[src/rtl/dip_scan_ctrl_if.sv]
// Signal bundle between the DIP scan controller, the switch shift register and the CPU datapath.
interface dip_scan_ctrl_if;
  logic        DIP_in;
  logic        scan_req;
  logic        data_ack;
  logic        DIP_latch;
  logic        DIP_sclk;
  logic [15:0] DIP_data;
  logic        data_valid;
  logic        overrun;
  logic        busy;

  modport master (
    output DIP_in, scan_req, data_ack,
    input  DIP_latch, DIP_sclk, DIP_data, data_valid, overrun, busy
  );

  modport slave (
    input  DIP_in, scan_req, data_ack,
    output DIP_latch, DIP_sclk, DIP_data, data_valid, overrun, busy
  );
endinterface

[src/rtl/dip_scan_ctrl.sv]
// Serial DIP-switch scan sequencer with byte-swapped capture and valid/ack handshake.
// Optional cross-scan debounce is built when DIP_DEBOUNCE_EN is defined.
module dip_scan_ctrl #(
  parameter int unsigned CLK_DIV     = 4,
  parameter int unsigned SCAN_PERIOD = 1024,
  parameter int unsigned STABLE_CNT  = 3
) (
  input logic            clk,
  input logic            rst,
  dip_scan_ctrl_if.slave bus
);

  typedef enum logic [1:0] {IDLE, LATCH, SHIFT, DONE} state_e;

  localparam logic [8:0]  SLOT_LAST = 9'(2 * CLK_DIV - 1);
  localparam logic [8:0]  HALF_LAST = 9'(CLK_DIV - 1);
  localparam logic [15:0] PER_LAST  = 16'(SCAN_PERIOD - 1);

  state_e      state_q, state_d;
  logic [8:0]  div_q, div_d;
  logic [3:0]  bit_q, bit_d;
  logic [15:0] per_q, per_d;
  logic [15:0] raw_q, raw_d;
  logic [15:0] data_q, data_d;
  logic        valid_q, valid_d;
  logic        ovr_q, ovr_d;
  logic [15:0] word;
  logic        accept;

  assign word = {raw_q[7:0], raw_q[15:8]};

  always_comb begin
    state_d = state_q;
    div_d   = div_q;
    bit_d   = bit_q;
    per_d   = per_q;
    raw_d   = raw_q;
    case (state_q)
      IDLE: begin
        if (per_q == PER_LAST || bus.scan_req) begin
          per_d   = '0;
          div_d   = '0;
          bit_d   = '0;
          state_d = LATCH;
        end else begin
          per_d = per_q + 16'd1;
        end
      end
      LATCH: begin
        if (div_q == SLOT_LAST) begin
          div_d   = '0;
          state_d = SHIFT;
        end else begin
          div_d = div_q + 9'd1;
        end
      end
      SHIFT: begin
        // Sample on the final low cycle, just before the register sees the rising shift clock.
        if (div_q == HALF_LAST) raw_d[bit_q] = bus.DIP_in;
        if (div_q == SLOT_LAST) begin
          div_d = '0;
          bit_d = bit_q + 4'd1;
          if (bit_q == 4'd15) state_d = DONE;
        end else begin
          div_d = div_q + 9'd1;
        end
      end
      DONE:    state_d = IDLE;
      default: state_d = IDLE;
    endcase
  end

`ifdef DIP_DEBOUNCE_EN
  logic [15:0] cand_q, cand_d;
  logic [3:0]  stab_q, stab_d;

  always_comb begin
    cand_d = cand_q;
    stab_d = stab_q;
    accept = 1'b0;
    if (state_q == DONE) begin
      if (word == cand_q) begin
        if (stab_q != 4'hF) stab_d = stab_q + 4'd1;
      end else begin
        cand_d = word;
        stab_d = 4'd1;
      end
      accept = (32'(stab_d) >= STABLE_CNT);
    end
  end

  always_ff @(posedge clk) begin
    if (rst) begin
      cand_q <= '0;
      stab_q <= '0;
    end else begin
      cand_q <= cand_d;
      stab_q <= stab_d;
    end
  end
`else
  logic [31:0] unused_stable_cnt;
  assign unused_stable_cnt = 32'(STABLE_CNT);
  assign accept = (state_q == DONE);
`endif

  // A fresh update takes priority over a coincident acknowledge.
  always_comb begin
    data_d  = data_q;
    valid_d = valid_q;
    ovr_d   = ovr_q;
    if (accept && word != data_q) begin
      data_d  = word;
      valid_d = 1'b1;
      ovr_d   = ovr_q | valid_q;
    end else if (bus.data_ack && valid_q) begin
      valid_d = 1'b0;
      ovr_d   = 1'b0;
    end
  end

  always_ff @(posedge clk) begin
    if (rst) begin
      state_q <= IDLE;
      div_q   <= '0;
      bit_q   <= '0;
      per_q   <= '0;
      raw_q   <= '0;
      data_q  <= '0;
      valid_q <= 1'b0;
      ovr_q   <= 1'b0;
    end else begin
      state_q <= state_d;
      div_q   <= div_d;
      bit_q   <= bit_d;
      per_q   <= per_d;
      raw_q   <= raw_d;
      data_q  <= data_d;
      valid_q <= valid_d;
      ovr_q   <= ovr_d;
    end
  end

  assign bus.DIP_latch  = (state_q != LATCH);
  assign bus.DIP_sclk   = (state_q == SHIFT) && (div_q > HALF_LAST);
  assign bus.DIP_data   = data_q;
  assign bus.data_valid = valid_q;
  assign bus.overrun    = ovr_q;
  assign bus.busy       = (state_q != IDLE);

endmodule

[src/flat_wrapper.sv]
// flat-port wrapper written by rule: the top's interface ports become plain ports
module dip_scan_ctrl_flat 
#(
  parameter int unsigned CLK_DIV     = 4,
  parameter int unsigned SCAN_PERIOD = 1024,
  parameter int unsigned STABLE_CNT  = 3
)
  (clk, rst, bus_DIP_in, bus_scan_req, bus_data_ack, bus_DIP_latch, bus_DIP_sclk, bus_DIP_data, bus_data_valid, bus_overrun, bus_busy);
  dip_scan_ctrl_if bus_i ();
  input logic clk;
  input logic rst;
  input wire logic [$bits(bus_i.DIP_in)-1:0] bus_DIP_in;
  input wire logic [$bits(bus_i.scan_req)-1:0] bus_scan_req;
  input wire logic [$bits(bus_i.data_ack)-1:0] bus_data_ack;
  output wire logic [$bits(bus_i.DIP_latch)-1:0] bus_DIP_latch;
  output wire logic [$bits(bus_i.DIP_sclk)-1:0] bus_DIP_sclk;
  output wire logic [$bits(bus_i.DIP_data)-1:0] bus_DIP_data;
  output wire logic [$bits(bus_i.data_valid)-1:0] bus_data_valid;
  output wire logic [$bits(bus_i.overrun)-1:0] bus_overrun;
  output wire logic [$bits(bus_i.busy)-1:0] bus_busy;
  assign bus_i.DIP_in = bus_DIP_in;
  assign bus_i.scan_req = bus_scan_req;
  assign bus_i.data_ack = bus_data_ack;
  assign bus_DIP_latch = bus_i.DIP_latch;
  assign bus_DIP_sclk = bus_i.DIP_sclk;
  assign bus_DIP_data = bus_i.DIP_data;
  assign bus_data_valid = bus_i.data_valid;
  assign bus_overrun = bus_i.overrun;
  assign bus_busy = bus_i.busy;
  dip_scan_ctrl #(.CLK_DIV(CLK_DIV), .SCAN_PERIOD(SCAN_PERIOD), .STABLE_CNT(STABLE_CNT)) u_core (.clk(clk), .rst(rst), .bus(bus_i));
endmodule
[config.mk]
export PLATFORM = sky130hd
export DESIGN_NAME = dip_scan_ctrl_flat
export DESIGN_NICKNAME = d
export VERILOG_FILES = /design/src/rtl/dip_scan_ctrl_if.sv /design/src/rtl/dip_scan_ctrl.sv /design/src/flat_wrapper.sv
export SDC_FILE = /design/constraint.sdc
export NUM_CORES = 1
export LEC_CHECK = 0
export ABC_AREA = 1
export ABC_CLOCK_PERIOD_IN_PS = 4900
export CAP_MARGIN = 0
export CORE_MARGIN = 2
export CORE_UTILIZATION = 30
export DETAILED_ROUTE_END_ITERATION = 8
export SLEW_MARGIN = 5
export SYNTH_ARGS = -nofsm -noshare
export SYNTH_HDL_FRONTEND = slang
export SYNTH_SLANG_ARGS = --single-unit
[constraint.sdc]
create_clock -name clk -period 4.9 [get_ports clk]
set_clock_uncertainty 0.1 [all_clocks]
set_input_delay 1.47 -clock clk [delete_from_list [all_inputs] [get_ports clk]]
set_output_delay 1.47 -clock clk [all_outputs]
set_load 0.01 [all_outputs]
# Word level (Yosys, flattened, before mapping)
# Cells that the tools add are included.
dict set report classes {
  n_addsub 3
  n_lt_le_gt_ge 3
  eq_ne 13
  mux 18
  n_bitwise 1
  reduce_logical 15
}
# operator n
set ops {}
lappend ops {{9-bit two-way mux} 2}
lappend ops {{9-bit one-hot mux with 2 select lines} 1}
lappend ops {{16-bit by 1-bit adder with 16-bit output (second input constant)} 1}
lappend ops {{16-bit bitwise mux} 1}
lappend ops {{16-bit by 10-bit equality test with 1-bit output (second input constant)} 1}
lappend ops {{16-bit two-way mux} 1}
lappend ops {{16-bit != test} 1}
lappend ops {{2-bit by 1-bit != test with 1-bit output (second input constant)} 5}
lappend ops {{9-bit by 1-bit adder with 9-bit output (second input constant)} 1}
lappend ops {{9-bit by 2-bit equality test with 1-bit output (second input constant)} 1}
lappend ops {{9-bit by 3-bit equality test with 1-bit output (second input constant)} 1}
lappend ops {{9-bit by 2-bit greater-than comparator with 1-bit output (second input constant)} 1}
lappend ops {{2-bit two-way mux} 4}
lappend ops {{4-bit two-way mux} 2}
lappend ops {{2-bit one-hot mux with 4 select lines} 1}
lappend ops {{4-bit one-hot mux with 2 select lines} 1}
lappend ops {{2-bit nonzero test} 4}
lappend ops {{4-bit by 5-bit < comparator with 1-bit output (second input constant)} 1}
lappend ops {{4-bit by 1-bit adder with 4-bit output (second input constant)} 1}
lappend ops {{1-bit demux with 4-bit select} 1}
lappend ops {{2-bit equality test (second input constant)} 2}
lappend ops {{4-bit equality test (second input constant)} 1}
lappend ops {{4-bit by 1-bit greater-or-equal comparator with 1-bit output (second input constant)} 1}
lappend ops {{1-bit logical AND} 4}
lappend ops {{9 further kinds} 13}
dict set report totals {
  ff_bits 65
  in_bits 5
  output_inout_bits 21
  word_cells 61
}

# Logic depth before layout (Yosys ltp)
# Gate-level depths: netlist of the first run.
dict set report logic_depth {
  ltp_word 5
  mapped_depth 12
}

# Worst setup path before layout of the first run
# OpenSTA, ideal clock, no wires.
dict set report synth_path {
  path_type {register -> output}
  startpoint {register u_core.state_q[0]}
  endpoint {output bus_DIP_sclk}
  t_arrival_ns 0.989
  path_slack_ns 2.341
  path_stages_with_launch 5
  n_path_buf 0
  path_cell_list {dfxtp_1 -> inv_1 -> ha_1 -> inv_1 -> a21oi_1}
}
dict set report synth_via {
  elab_chain_cells 2
}
# element line_no
set synth_lines {}
lappend synth_lines {{start, declared} dip_scan_ctrl.sv:19} ;# state_e state_q, state_d;
lappend synth_lines {{start signal, assigned} dip_scan_ctrl.sv:133} ;# state_q <= state_d;
lappend synth_lines {{2-bit equality test} dip_scan_ctrl.sv:145} ;# assign bus.DIP_sclk = (state_q == SHIFT) && (div_q > HALF_LAST);
lappend synth_lines {{1-bit logical AND} dip_scan_ctrl.sv:145}
lappend synth_lines {{end, declared} flat_wrapper.sv:16} ;# output wire logic [$bits(bus_i.DIP_sclk)-1:0] bus_DIP_sclk;
# Every way passes these cells.

# Worst setup path after layout of the first run
# Ends and elaborated chain as after synthesis.

==> results of run 1 <==
[cells in the mapped netlist, types with 5 or more instances]
library cell	instances	area, µm²
nand3_1	52	260
nand4_1	23	144
nor3_1	5	25.0
nand2_1	152	571
xor2_1	7	61.3
a21oi_1	50	250
dfxtp_1	65	1300
nor2_1	85	319
buf_2	10	50.1
clkbuf_1	6	22.5
nand2_2	5	31.3
ha_1	11	138
xnor2_1	6	52.6
inv_1	71	267
[cells in the final DEF (no fill, tap or decap), types with 2 or more instances in the layout]
cell / n
nor2_1: 85
nand2_2: 5
inv_2: 2
bufinv_16: 2
nand3b_1: 2
ha_1: 11
nand3_1: 52
clkbuf_16: 9
nand2_1: 152
nand3_2: 2
clkinv_2: 2
nor2_2: 4
xor2_1: 7
clkdlybuf4s50_1: 25
inv_1: 71
buf_4: 5
xnor2_1: 6
dfxtp_1: 65
a21oi_1: 50
nor3_1: 5
o21ai_0: 4
nand4_1: 23
[state kept, by name, indices dropped and copies added, names as in the netlist]
signal / count
u_core.bus.DIP_data: 16
u_core.bus.overrun: 1
u_core.bus.data_valid: 1
u_core.div_q: 9
u_core.raw_q: 16
u_core.state_q: 2
u_core.bit_q: 4
u_core.per_q: 16
[path summary, 6_finish.rpt]
path,start,to,cells past startpoint
max,u_core.state_q[0],bus_DIP_sclk,5
min,u_core.bus.overrun,u_core.bus.overrun,2
max reg2reg,u_core.bus.DIP_data[2],u_core.bus.DIP_data[9],9
min reg2reg,u_core.bus.overrun,u_core.bus.overrun,2
[power by group through the flow]
stage / Clock, W / Sequential (W) / Combinational (W)
after floorplan: 0 / 0.000598 / 0.000398
after global placement: 0 / 0.000604 / 0.000500
after detailed placement: 0 / 0.000607 / 0.000513
after CTS: 0.000707 / 0.000596 / 0.000515
after global routing: 0.000732 / 0.000600 / 0.000576
final: 0.000683 / 0.000597 / 0.000511
[kinds of logic after synthesis]
family	Yosys count	share of synthesized area
fa+ha+maj	11	0.0374
simple gates	334	0.395
compound gates	56	0.0771
xor+xnor	13	0.0309
buf+inv	97	0.106
flops	65	0.353
[worst reg2reg max path: cells and delay by family (launching register included)]
kind / cells / cell delay, ps
and+or+nand+nor: 7 / 1130
DFF: 1 / 370
AOI/OAI and AO/OA: 1 / 360
buffers and inverters: 1 / 50
[final cells by class]
cell class | count | area share
inverters | 74 | 0.0637
multi-input cells | 414 | 0.456
clock inverters | 5 | 0.0181
flip-flops and latches | 65 | 0.298
well taps | 147 | 0.0422
clock buffers | 11 | 0.0556
repair buffers | 30 | 0.0660
[metrics by stage]
stage	total power [W]	worst slack (ps)	util	instances	instance area, µm²
2_1_floorplan	0.000997	2340	-	576	3680
3_3_place_gp	0.00110	1630	0.336	730	4040
3_5_place_dp	0.00112	1590	0.336	730	4040
4_1_cts	0.00182	1320	0.363	746	4360
5_1_grt	0.00191	1210	0.363	746	4360
6_report	0.00179	1360	0.363	746	4360
[per-layer routing]
| metal | routed length, µm | track usage | vias up |
|---|---|---|---|
| met2 | 3980 | 0.226 | 38 |
| met4 | 55 | 0.0562 | 0 |
| met3 | 218 | 0.0295 | 4 |
| met5 | 0 | 0 | - |
| li1 | - | - | 1864 |
| met1 | 3780 | 0.153 | 1554 |
==> metrics, run 1 <==
Post CTS Setup Buffer Count=0; CP Buf/Inv Count=3; Main synth FF type=dfxtp_1; Hold Fails Final Rpt=0; R2R Setup Slk=2780 ps; YS warnings=0; combinational share of power=0.285; CTS tree=built; die area=0.0132 mm²; internal power=0.00117 W; sw frac=0.345; RSZ-0062 raised after global routing=false; number of global-route vias before repair=3170; die height=115 µm; worst-margin pin slew=1050 ps; Reg power frac=0.333; # fillers=1297; Initial DRT Pass Iterations=4; Net count, final=610; Avg Vias per Cell=4.64; outcome=finished, final reports clean; critical path class=reg -> out; Tmin final=3540 ps; via count=3460; max incr delay on CP=560 ps; total CTS buffers=9; CP startpoint kind=register; Syn Area/Cell=6.40 µm²; core area=0.0120 mm²; most used cell, CP=inv_1; max_slew headroom=0.296; fraction of layout cells with a size suffix above 1=0.0584; worst path cell trace=inv_1 > ha_1 > inv_1 > a21oi_1 > clkdlybuf4s50_1; Max Buffers Root-to-Sink=2; Post-Synthesis Cells=576; register area=0.00130 mm²; largest net degree at the start of global routing=35; WL/cell=10.8 µm; CTS HTree Levels=3; Pleak=1.68 nW; clock latency on the worst-skew pair=330 ps; 1st-iter DRT viols=200; Slowest cell on crit path=clkdlybuf4s50_1; Psw=0.000619 W; Horiz. Die Dim=115 µm; register area share after synthesis=0.353; peak supply drop=0.183 mV; crit path DAT=1970 ps; library cells used by synthesis=28; first-pass GRT wire length=13.9 mm; cell area after synthesis=0.00368 mm²; Syn Nets=592; Ant. Diodes=0; Worst Setup End Kind=primary output; clock-pin slew on the worst setup and hold paths=50 ps; GR Overflow Total=0; setup total negative slack=0 ps; Cell Pwr Density=411 mW/mm²; post-CTS resize count=0; # rows=40; Final GP Congestion=0.813; clock share of power=0.382; Total GRT Usage=0.130; routed wire length=8.03 mm; crit-path max FO=7; Final Setup Violations=0; final-report max-slew violation count=0; Sink Count=65; max-cap viol count=0; Worst Hold Margin=365 ps; post-route ant nets=0; #FFs+latches synth=65; WP data required=3330 ps; root buffer cell=clkbuf_16; multi-input logic area=0.00199 mm²; Synth-to-Final Area Change=18.4%; CP top delay family=buffers and inverters; ys async rst share=0; Starting Density=0.307; dpl hpwl=5.71 mm; final worst path period share=0.723; Port Buffers=25; EDFF count, synth=0; DRC viols=0; hold_buf cts=0; Fmax=282 MHz; IO Pins=26; HP Class=reg -> reg; initial antenna violation count=0
(Power assumes the default switching activity.)
==> run 2, diff against run 1 <==
--- a/config.mk
+++ b/config.mk
@@ -6,7 +6,7 @@
 export NUM_CORES = 1
 export LEC_CHECK = 0
 export ABC_AREA = 1
-export ABC_CLOCK_PERIOD_IN_PS = 4900
+export ABC_CLOCK_PERIOD_IN_PS = 3200
 export CAP_MARGIN = 0
 export CORE_MARGIN = 2
 export CORE_UTILIZATION = 30
==> constraint.sdc (replaced) <==
create_clock -name clk -period 3.2 [get_ports clk]
set_clock_uncertainty 0.1 [all_clocks]
set_input_delay 0.96 -clock clk [delete_from_list [all_inputs] [get_ports clk]]
set_output_delay 0.96 -clock clk [all_outputs]
set_load 0.01 [all_outputs]
==> run 2 against run 1 <==
Critical path depth unchanged. Via count decreased by 0.66%. Sequential power increased by 53%. Wire length decreased by 1.8%. Utilization decreased by 0.20 points. Critical path type unchanged. Highest routed layer unchanged.
==> metrics, run 2 (synthesis gave the netlist of run 1 again) <==
Cell Pwr Density=613 mW/mm² (+49%); hold_buf cts=0 (unchanged); Ant. Diodes=0 (unchanged); crit path DAT=1930 ps (-40 ps); most frequent cells in the layout=152 x nand2_1, 85 x nor2_1, 71 x inv_1; leading cell type in the layout, fill and taps excluded=nand2_1; worst-margin pin slew=1060 ps (+4.96 ps); Pleak=1.66 nW (-1.1%); GR Overflow Total=0 (unchanged); Total GRT Usage=0.132 (+0.00255); total CTS buffers=9 (unchanged); WP data required=2140 ps (-1190 ps); CTS tree=built; max-cap viol count=0 (unchanged); Starting Density=0.307 (unchanged); setup total negative slack=0 ps (unchanged); crit-path max FO=7 (unchanged); Tmin final=2990 ps; DRC viols=0 (unchanged); via count=3437 (-0.66%); post-route ant nets=0 (unchanged); Worst Setup End Kind=primary output; Final GP Congestion=0.847 (+4.1%); 1st-iter DRT viols=213 (+6.5%); WL/cell=10.6 µm (-1.8%); CP startpoint kind=register; Max Buffers Root-to-Sink=2 (unchanged); share of the core filled with cells=0.361 (-0.00198); root buffer cell=clkbuf_16; Worst Hold Depth=2 (unchanged); Fmax=334 MHz; IO Pins=26 (unchanged); Min-Delay Startpoint=u_core.bus.overrun; HP Class=reg -> reg; Sink Count=65 (unchanged); Synth-to-Final Area Change=17.8%; Crit. Startpoint=u_core.state_q[0]; worst r2r path cells=9 (unchanged); Initial DRT Pass Iterations=4 (unchanged); die height=115 µm (unchanged); first-pass GRT wire length=14.4 mm (+3.2%); Horiz. Die Dim=115 µm (unchanged); initial antenna violation count=0 (unchanged); max_slew headroom=0.293 (-0.00332); core area=0.0120 mm² (unchanged); die area=0.0132 mm² (unchanged); post-CTS resize count=0 (unchanged); Post CTS Setup Buffer Count=0 (unchanged); CTS HTree Levels=3 (unchanged); R2R Setup Slk=1100 ps (-1680 ps); outcome=finished, final reports clean; dpl hpwl=5.54 mm (-2.8%); peak supply drop=0.319 mV (+74%); clock-pin slew on the worst setup and hold paths=50 ps (about the same); Hold Fails Final Rpt=0 (unchanged); Hold Path Sink=u_core.bus.overrun; final worst path period share=0.935; Final Setup Violations=0 (unchanged); Port Buffers=25 (unchanged); # rows=40 (unchanged); number of global-route vias before repair=3173 (+0.095%); critical path class=reg -> out; fraction of layout cells with a size suffix above 1=0.0584 (unchanged); Avg Vias per Cell=4.61 (-0.66%); routed wire length=7.88 mm (-1.8%); # fillers=1274 (-1.8%); reg2reg start=u_core.bus.DIP_data[9]; RSZ-0062 raised after global routing=false; largest net degree at the start of global routing=35 (unchanged); clock latency on the worst-skew pair=330 ps (about the same); FF-to-FF End=u_core.bus.DIP_data[7]; final-report max-slew violation count=0 (unchanged); Net count, final=610 (unchanged)
-- run 2: worst max-delay path, cell delays in order, from the launching register on --
cell and delay (ps):
dfxtp_1 320, inv_1 130, ha_1 300, inv_1 140, a21oi_1 160, clkdlybuf4s50_1 560
-- run 2: through the flow --
step	instance area (µm²)	cells	power [W]	hold WS (ps)	worst slack [ps]
floorplan	3680	576	0.00153	352	1150
global placement	4040	730	0.00168	364	554
detailed placement	4040	730	0.00170	373	511
CTS	4340	746	0.00269	383	151
global route	4340	746	0.00285	402	87.4
finish	4340	746	0.00266	374	207
-- run 2: layout make-up --
cell class / count / area (µm²) / share of cell area
clock inverter: 5 / 55.1 / 0.0127
inverter: 74 / 278 / 0.0640
tap: 147 / 184 / 0.0424
timing repair buffer: 30 / 288 / 0.0663
sequential: 65 / 1300 / 0.300
multi-input combinational: 414 / 1990 / 0.459
clock buffer: 11 / 243 / 0.0559
-- run 2: worst max path at each step --
| stage | endpoint |
|---|---|
| final | bus_DIP_sclk |
| after global routing | bus_DIP_sclk |
| after CTS | bus_DIP_sclk |
| after detailed placement | bus_DIP_sclk |
| after global placement | bus_DIP_sclk |
| after floorplan | bus_DIP_sclk |
-- run 2: power by group --
group	internal (W)	total [W]	switching [W]	leakage, nW
Combinational	0.000235	0.000774	0.000539	0.999
Sequential	0.000858	0.000911	0.0000527	0.525
Clock	0.000621	0.000976	0.000355	0.142
-- run 2: routing by layer --
layer	GRT usage	wire length, µm	up-vias
li1	-	-	1856
met1	0.169	3830	1530
met2	0.219	3700	40
met3	0.0348	260	11
met4	0.0410	93	0
met5	0	0	-
